## src/rtl/pipe_ctrl.sv

```systemverilog
// -----------------------------------------------------------------------------
// pipe_ctrl -- five-stage pipeline hazard / exception controller.
//
// Combines fetch, load-use, multi-cycle mult/div and data-memory stall
// requests into a per-stage hold vector. It also sequences exception flushes
// with a PC redirect, and watches every mult/div operation with a cycle
// watchdog.
//
// Parameters
//   MD_MAX_CYCLES  watchdog limit in cycles for one mult/div operation
//
// Ports
//   clk             in   sole clock, rising edge
//   rst             in   asynchronous active-high reset
//   if_stall_req    in   instruction fetch not ready
//   id_load_hazard  in   ID source written by the load currently in EX
//   ex_md_start     in   EX issues a multi-cycle mult/div (1-cycle pulse)
//   ex_md_done      in   mult/div result valid this cycle
//   mem_stall_req   in   data memory not ready
//   exc_flush       in   exception committed in MEM
//   exc_pc[31:0]    in   handler address accompanying exc_flush
//   stall[4:0]      out  per-stage hold, bit0=IF .. bit4=WB
//   flush[4:0]      out  per-stage clear, same bit order
//   redirect_valid  out  PC redirect strobe
//   redirect_pc     out  redirect target
//   md_busy         out  mult/div wait in progress
//   md_timeout      out  watchdog expiry pulse
//   md_abort        out  mult/div cancelled by exception pulse
//   stall_cycles    out  saturating count of cycles with stall != 0
// -----------------------------------------------------------------------------
module pipe_ctrl #(
    parameter int MD_MAX_CYCLES = 40
) (
    input  logic        clk,
    input  logic        rst,
    input  logic        if_stall_req,
    input  logic        id_load_hazard,
    input  logic        ex_md_start,
    input  logic        ex_md_done,
    input  logic        mem_stall_req,
    input  logic        exc_flush,
    input  logic [31:0] exc_pc,
    output logic [4:0]  stall,
    output logic [4:0]  flush,
    output logic        redirect_valid,
    output logic [31:0] redirect_pc,
    output logic        md_busy,
    output logic        md_timeout,
    output logic        md_abort,
    output logic [31:0] stall_cycles
);

    typedef enum logic [1:0] {
        IDLE    = 2'd0,
        MD_WAIT = 2'd1,
        FLUSH   = 2'd2
    } state_t;

    localparam int           CW       = $clog2(MD_MAX_CYCLES + 1);
    localparam logic [CW-1:0] CNT_ONE  = CW'(1);
    localparam logic [CW-1:0] CNT_LAST = CW'(MD_MAX_CYCLES - 1);

    state_t        state_r;
    logic [CW-1:0] md_cnt_r;
    logic [31:0]   redirect_pc_r;
    logic [31:0]   stall_cycles_r;

    logic [4:0]    stall_s;
    logic          md_hold_s;
    logic          md_limit_s;

    // Stall request decode. Every request also holds all stages upstream of
    // it; the stage just above the highest held stage picks up a bubble from
    // the downstream pipeline register, so no flush is produced for it.
    always_comb begin
        md_hold_s  = ((state_r == IDLE) && ex_md_start) ||
                     ((state_r == MD_WAIT) && !ex_md_done);
        md_limit_s = (state_r == MD_WAIT) && (md_cnt_r == CNT_LAST) && !ex_md_done;
        if (rst || (state_r == FLUSH)) begin
            stall_s = 5'b00000;
        end else begin
            stall_s = ({5{if_stall_req}}   & 5'b00001) |
                      ({5{id_load_hazard}} & 5'b00011) |
                      ({5{md_hold_s}}      & 5'b00111) |
                      ({5{mem_stall_req}}  & 5'b01111);
        end
    end

    // Control FSM, mult/div watchdog counter, redirect latch and stall counter.
    always_ff @(posedge clk or posedge rst) begin
        if (rst) begin
            state_r        <= IDLE;
            md_cnt_r       <= '0;
            redirect_pc_r  <= 32'h0000_0000;
            stall_cycles_r <= 32'h0000_0000;
        end else begin
            if ((stall_s != 5'b00000) && (stall_cycles_r != 32'hFFFF_FFFF)) begin
                stall_cycles_r <= stall_cycles_r + 32'd1;
            end else begin
                stall_cycles_r <= stall_cycles_r;
            end

            case (state_r)
                IDLE: begin
                    if (exc_flush) begin
                        state_r       <= FLUSH;
                        redirect_pc_r <= exc_pc;
                    end else if (ex_md_start) begin
                        state_r  <= MD_WAIT;
                        md_cnt_r <= '0;
                    end else begin
                        state_r <= IDLE;
                    end
                end
                MD_WAIT: begin
                    md_cnt_r <= md_cnt_r + CNT_ONE;
                    if (exc_flush) begin
                        state_r       <= FLUSH;
                        redirect_pc_r <= exc_pc;
                    end else if (ex_md_done || md_limit_s) begin
                        state_r <= IDLE;
                    end else begin
                        state_r <= MD_WAIT;
                    end
                end
                FLUSH: begin
                    // Back-to-back exceptions keep the flush going and take
                    // the newest handler address.
                    if (exc_flush) begin
                        state_r       <= FLUSH;
                        redirect_pc_r <= exc_pc;
                    end else begin
                        state_r <= IDLE;
                    end
                end
                default: begin
                    state_r  <= IDLE;
                    md_cnt_r <= '0;
                end
            endcase
        end
    end

    // A pending exception takes precedence over the watchdog, so an expiring
    // operation that is also being flushed reports an abort, not a timeout.
    assign stall          = stall_s;
    assign flush          = (state_r == FLUSH) ? 5'b01111 : 5'b00000;
    assign redirect_valid = (state_r == FLUSH);
    assign redirect_pc    = redirect_pc_r;
    assign md_busy        = (state_r == MD_WAIT);
    assign md_timeout     = md_limit_s && !exc_flush;
    assign md_abort       = (state_r == MD_WAIT) && exc_flush;
    assign stall_cycles   = stall_cycles_r;

endmodule

```

## config.mk

```make
export PLATFORM = sky130hd
export DESIGN_NAME = pipe_ctrl
export DESIGN_NICKNAME = d
export VERILOG_FILES = /design/src/rtl/pipe_ctrl.sv
export SDC_FILE = /design/constraint.sdc
export NUM_CORES = 1
export LEC_CHECK = 0
export BUFFER_PORTS_ARGS = -buffer_cell sky130_fd_sc_hd__buf_2
export CAP_MARGIN = 40
export CORE_UTILIZATION = 27
export CTS_CLUSTER_DIAMETER = 150
export CTS_CLUSTER_SIZE = 16
export DETAILED_ROUTE_END_ITERATION = 7
export GPL_TIMING_DRIVEN = 0
export PLACE_DENSITY = 0.54
export SETUP_SLACK_MARGIN = 0.1
export SLEW_MARGIN = 30
export SYNTH_ARGS = -nofsm -noshare
export SYNTH_HDL_FRONTEND = slang
export SYNTH_SLANG_ARGS = --single-unit
```

## constraint.sdc

```tcl
create_clock -name clk -period 2.14 [get_ports clk]
set_clock_uncertainty 0.15 [all_clocks]
set_input_delay 0.321 -clock clk [delete_from_list [all_inputs] [get_ports clk]]
set_output_delay 0.321 -clock clk [all_outputs]
set_load 0.01 [all_outputs]
```

Word-level counts from Yosys, hierarchy flattened:

Cells that the tools add are included.

* flip-flop bits (word level): 72
* bits of input ports: 40
* output and inout port bits: 78

* add/subtract/negate cells: 2
* equal/unequal tests: 6
* muxes and demuxes: 11
* bitwise logic cells: 4
* reduce and logical (&&, ||, !) cells: 17

Operator list (count)
* $add 32x1->32 const B: 1
* $ne 32x32->1 const B: 1
* $pmux 6 s3: 1
* $mux 6: 2
* $logic_and 1x1->1: 7
* $add 6x1->6 const B: 1
* $eq 6x6->1 const B: 1
* $mux 2: 3
* $pmux 2 s3: 1
* $mux 5: 1
* $reduce_bool 5->1: 1
* $mux 4: 1
* $ne 2x2->1 const B: 2
* $or 3x4->4: 1
* $logic_or 1x1->1: 3
* $or 2x3->3: 1
* $reduce_and 3->1: 1
* $reduce_or 3->1: 1
* $eq 2x1->1 const B: 1
* $eq 2x2->1 const B: 1
* $logic_not 1->1: 2
* $logic_not 2->1: 1
* $mux 1: 2
* $or 1x2->2: 1
* other kinds (2): 2

Depth between registers and ports, before layout:

* depth after elaboration: 8
* depth in mapped cells: 7
* depth with buffers taken out: 6

Worst setup path before layout:

OpenSTA, ideal clock, no wires.

* kind: reg-to-reg
* start: register state_r[1]
* end: register stall_cycles_r[1], in the netlist stall_cycles[1]
* library setup time: 125 ps
* arrival time: 1931 ps
* data required time: 1865 ps
* slack: -66 ps
* stages on the path, launching flop included: 8
* period minus slack after synthesis: 2206 ps
* cells stage by stage: dfrtp_1 clkbuf_2 nor2b_1 nor3_1 nor2_1 inv_1 nand2b_2 mux2_2

RTL lines
* start: declaration: line 63 `state_t state_r;`
* start signal: assignment: line 92 `state_r <= IDLE;`
* start signal: assignment: line 106 `state_r <= FLUSH;`
* start signal: assignment: line 109 `state_r <= MD_WAIT;`
* $eq 2x2->1
* net redirect_valid: line 45 `output logic redirect_valid,`
* $logic_or 1x1->1: line 79 `if (rst || (state_r == FLUSH)) begin`
* $mux 5: line 79
* net stall[0]: line 43 `output logic [4:0] stall,`
* $reduce_bool 5->1: line 97 `if ((stall_s != 5'b00000) && (stall_cycles_r != 32'hFFFF_FFFF)) begin`
* $logic_and 1x1->1: line 97
* end signal: assignment: line 98 `stall_cycles_r <= stall_cycles_r + 32'd1;`
* end signal: assignment: line 100 `stall_cycles_r <= stall_cycles_r;`
* end: declaration: line 66 `logic [31:0] stall_cycles_r;`

The timed path passes the listed nets, and every way through them passes these cells.
A chain may end at the register's enable or synchronous reset.

Worst setup path after layout:

* start: register stall_cycles_r[28], in the netlist stall_cycles[28]
* end: register stall_cycles_r[1], in the netlist stall_cycles[1]

* longest elaborated chain between the ends: 2

Ends and longest elaborated chain (line)
* $ne 32x32->1: 97
* $logic_and 1x1->1: 97

No other way between the ends.

==> results.sh <==
export IMPL_p_total_uw=4490
export IMPL_nNetsFinal=485
export IMPL_root_buffer="clkbuf_16"
export IMPL_synth_warning_count=0
export IMPL_synth_cell_types=43
export IMPL_synth_area_top_cells="dfrtp_1, mux2_2, xor2_1"
export IMPL_route_antenna_remaining_nets=0
export IMPL_syn_area_um2=3370
export IMPL_routed_wl_um=8710
export IMPL_status="complete, no violations"
export IMPL_yosysTopAreaCell="dfrtp_1"
export IMPL_drive_gt1_frac=0.576
export IMPL_fillCellCount=1195
export IMPL_synth_edf_count=0
export IMPL_worst_path_largest_cell_delay_ps=420
export IMPL_synthTopCellsByCount="dfrtp_1, mux2_2, xor2_1, nor2_1, nand2_1"
export IMPL_avgViaCountPerCell=4.57
export IMPL_cp_arrival_ps=2080
export IMPL_endpoint_kind="register"
export IMPL_num_vias=2815
export IMPL_regArea_um2=1810
export IMPL_setup_violations_final=0
export IMPL_vdd_drop_max_mv=0.384
export IMPL_die_area_um2=12900
export IMPL_drv_slew=0
export IMPL_ys_flop_type="dfrtp_1"
export IMPL_path_clk_slew_ps=60
export IMPL_clk_latency_ps=330
export IMPL_path_class="reg2reg"
export IMPL_avgSynthCellArea_um2=11.7
export IMPL_rsz0062_at_grt="true"
export IMPL_fmax_mhz=496
export IMPL_synth_most_common_cell="dfrtp_1"
export IMPL_cpMaxStageDelayCell="dfrtp_1"
export IMPL_clockBufferDepth=2
export IMPL_die_height_um=114
export IMPL_grt_pass1_wl_um=13900
export IMPL_grt_use_total=0.138
export IMPL_hold_viol=0
export IMPL_first_pass_iters=4
export IMPL_cp_required_ps=2210
export IMPL_ys_ff_latch=72
export IMPL_worstPathMaxFanout=5
export IMPL_leakage_uw=0.00229
export IMPL_wl_per_cell_um=14.1
export IMPL_drc_errors=0
export IMPL_crit_chain="nand4_1 > nor4_4 > and3_1 > buf_6 > nand2b_4 > mux2_4"
export IMPL_cts_buffers_inserted=9
export IMPL_grt_pass1_vias=2791
export IMPL_fin_crit_ps=2020
export IMPL_ys_seq_area_frac=0.534
export IMPL_htree_levels=3
export IMPL_synth_top_area_share=0.534
export IMPL_coreArea_um2=12100
export IMPL_timing_final_crit_share=0.943
export IMPL_slew_headroom=0.665
export IMPL_cts_tree="yes"
export IMPL_io_buffer_count=115
export IMPL_grt_max_degree=31
export IMPL_worst_pin_slew_ps=502
export IMPL_antenna_found_initial=0
export IMPL_dp_hpwl_um=5920
export IMPL_rows=40
export IMPL_num_io_pins=118
export IMPL_drtIter0Drc=126
export IMPL_die_w_um=114
export IMPL_synthArstFlopShare=1.00
export IMPL_grt_overflow_total=0
export IMPL_hold_path_class="in2reg"
export IMPL_start_util=0.279
export IMPL_max_cap_viol_count=0
export IMPL_startpoint_type="register"
export IMPL_syn_to_final_growth_pct=52.4
export IMPL_power_density_nw_per_um2=873
export IMPL_utilization=0.425
export IMPL_gp_congestion=0.713
export IMPL_antennaDiodeCount=0
export IMPL_multi_input_area_um2=1750
export IMPL_cts_sinks=72
export IMPL_netlist_instances=288
==> worst max-delay path, delay by kind of cell, from the launching register on <==
kind / cells / cell delay (ps)
DFF: 1 / 420
muxes: 1 / 290
and+or+nand+nor: 4 / 900
buffers and inverters: 1 / 140
==> cell families (layout without fill, tap and decap cells) <==
family	count (synthesis)	after routing	synth area share
multiplexers	34	34	0.113
AO/OA/AOI/OAI	20	20	0.0438
AND/OR/NAND/NOR	103	103	0.177
adder cells (fa/ha/maj)	2	2	0.00742
flip-flops	72	72	0.534
XOR/XNOR	31	31	0.0805
other	1	2	0.00111
buffers and inverters	25	184	0.0427
==> per-stage QoR <==
step	setup slack (ps)	hold WS (ps)	TNS, ps	area, µm²	instances
final	122	65.0	0	5140	616
after global placement	-194	330	-2470	4170	572
after CTS	90.2	54.9	0	4880	603
after detailed placement	-192	295	-3170	4210	574
after global routing	52.8	60.2	0	5140	616
after floorplan	101	323	0	3390	289
==> layer usage <==
layer,up-vias,part of all wire,track usage
met1,1397,0.46,0.182
met5,-,0,0
met4,0,0.011,0.0511
met3,10,0.053,0.0404
li1,1336,-,-
met2,72,0.48,0.216
==> state kept, by name (all words and copies together) (netlist names) <==
register      count
redirect_pc      32
state_r           2
stall_cycles     32
md_cnt_r          6
==> what timing repair did <==
item	4_1_cts	5_1_grt
pin swaps	9	9
endpoints found under the setup margin	59	33
hold endpoints to repair	18	0
gates resized for setup	42	32
hold buffers	1	0
setup buffers	13	12
==> final timing paths <==
kind                                         to  cells after the start        startpoint  slack [ps]
worst max register to register  stall_cycles[1]                      6  stall_cycles[28]         120
max in group asynchronous       redirect_pc[26]                      4               rst         790
worst min register to register  redirect_pc[23]                      1   redirect_pc[23]         350
worst max-delay path            stall_cycles[1]                      6  stall_cycles[28]         120
worst min-delay path             redirect_pc[1]                      2         exc_pc[1]          60
min in group asynchronous           md_cnt_r[3]                      3               rst         550
==> where the power goes <==
part / switching (µW) / total [µW] / internal (µW)
Combinational: 520 / 985 / 465
Clock: 571 / 1770 / 1200
Sequential: 184 / 1740 / 1550
Total: 1270 / 4490 / 3220
==> cell usage in the layout, fill, tap and decap left out, types with 3 or more instances in the layout <==
master,n
nor3_1,3
dfrtp_2,8
buf_2,114
clkbuf_8,3
nor3_2,6
xor2_1,24
nor2_1,16
dfrtp_1,64
nand3_1,11
nor4_2,3
mux2_2,32
o21ai_0,9
nand2_1,16
buf_6,5
nor4_4,15
clkbuf_2,3
a21oi_1,3
inv_1,5
buf_12,4
xnor2_1,7
buf_4,31
nand4_1,11
bufinv_16,3
clkbuf_16,9
==> layout make-up <==
cell class	count	share of cell area
Clock inverter	5	0.0200
Timing Repair Buffer	144	0.163
Sequential cell	72	0.352
Multi-Input combinational cell	192	0.340
Inverter	8	0.00657
Buffer	16	0.0282
Tap cell	168	0.0409
Clock buffer	11	0.0491
(Power assumes the default switching activity.)
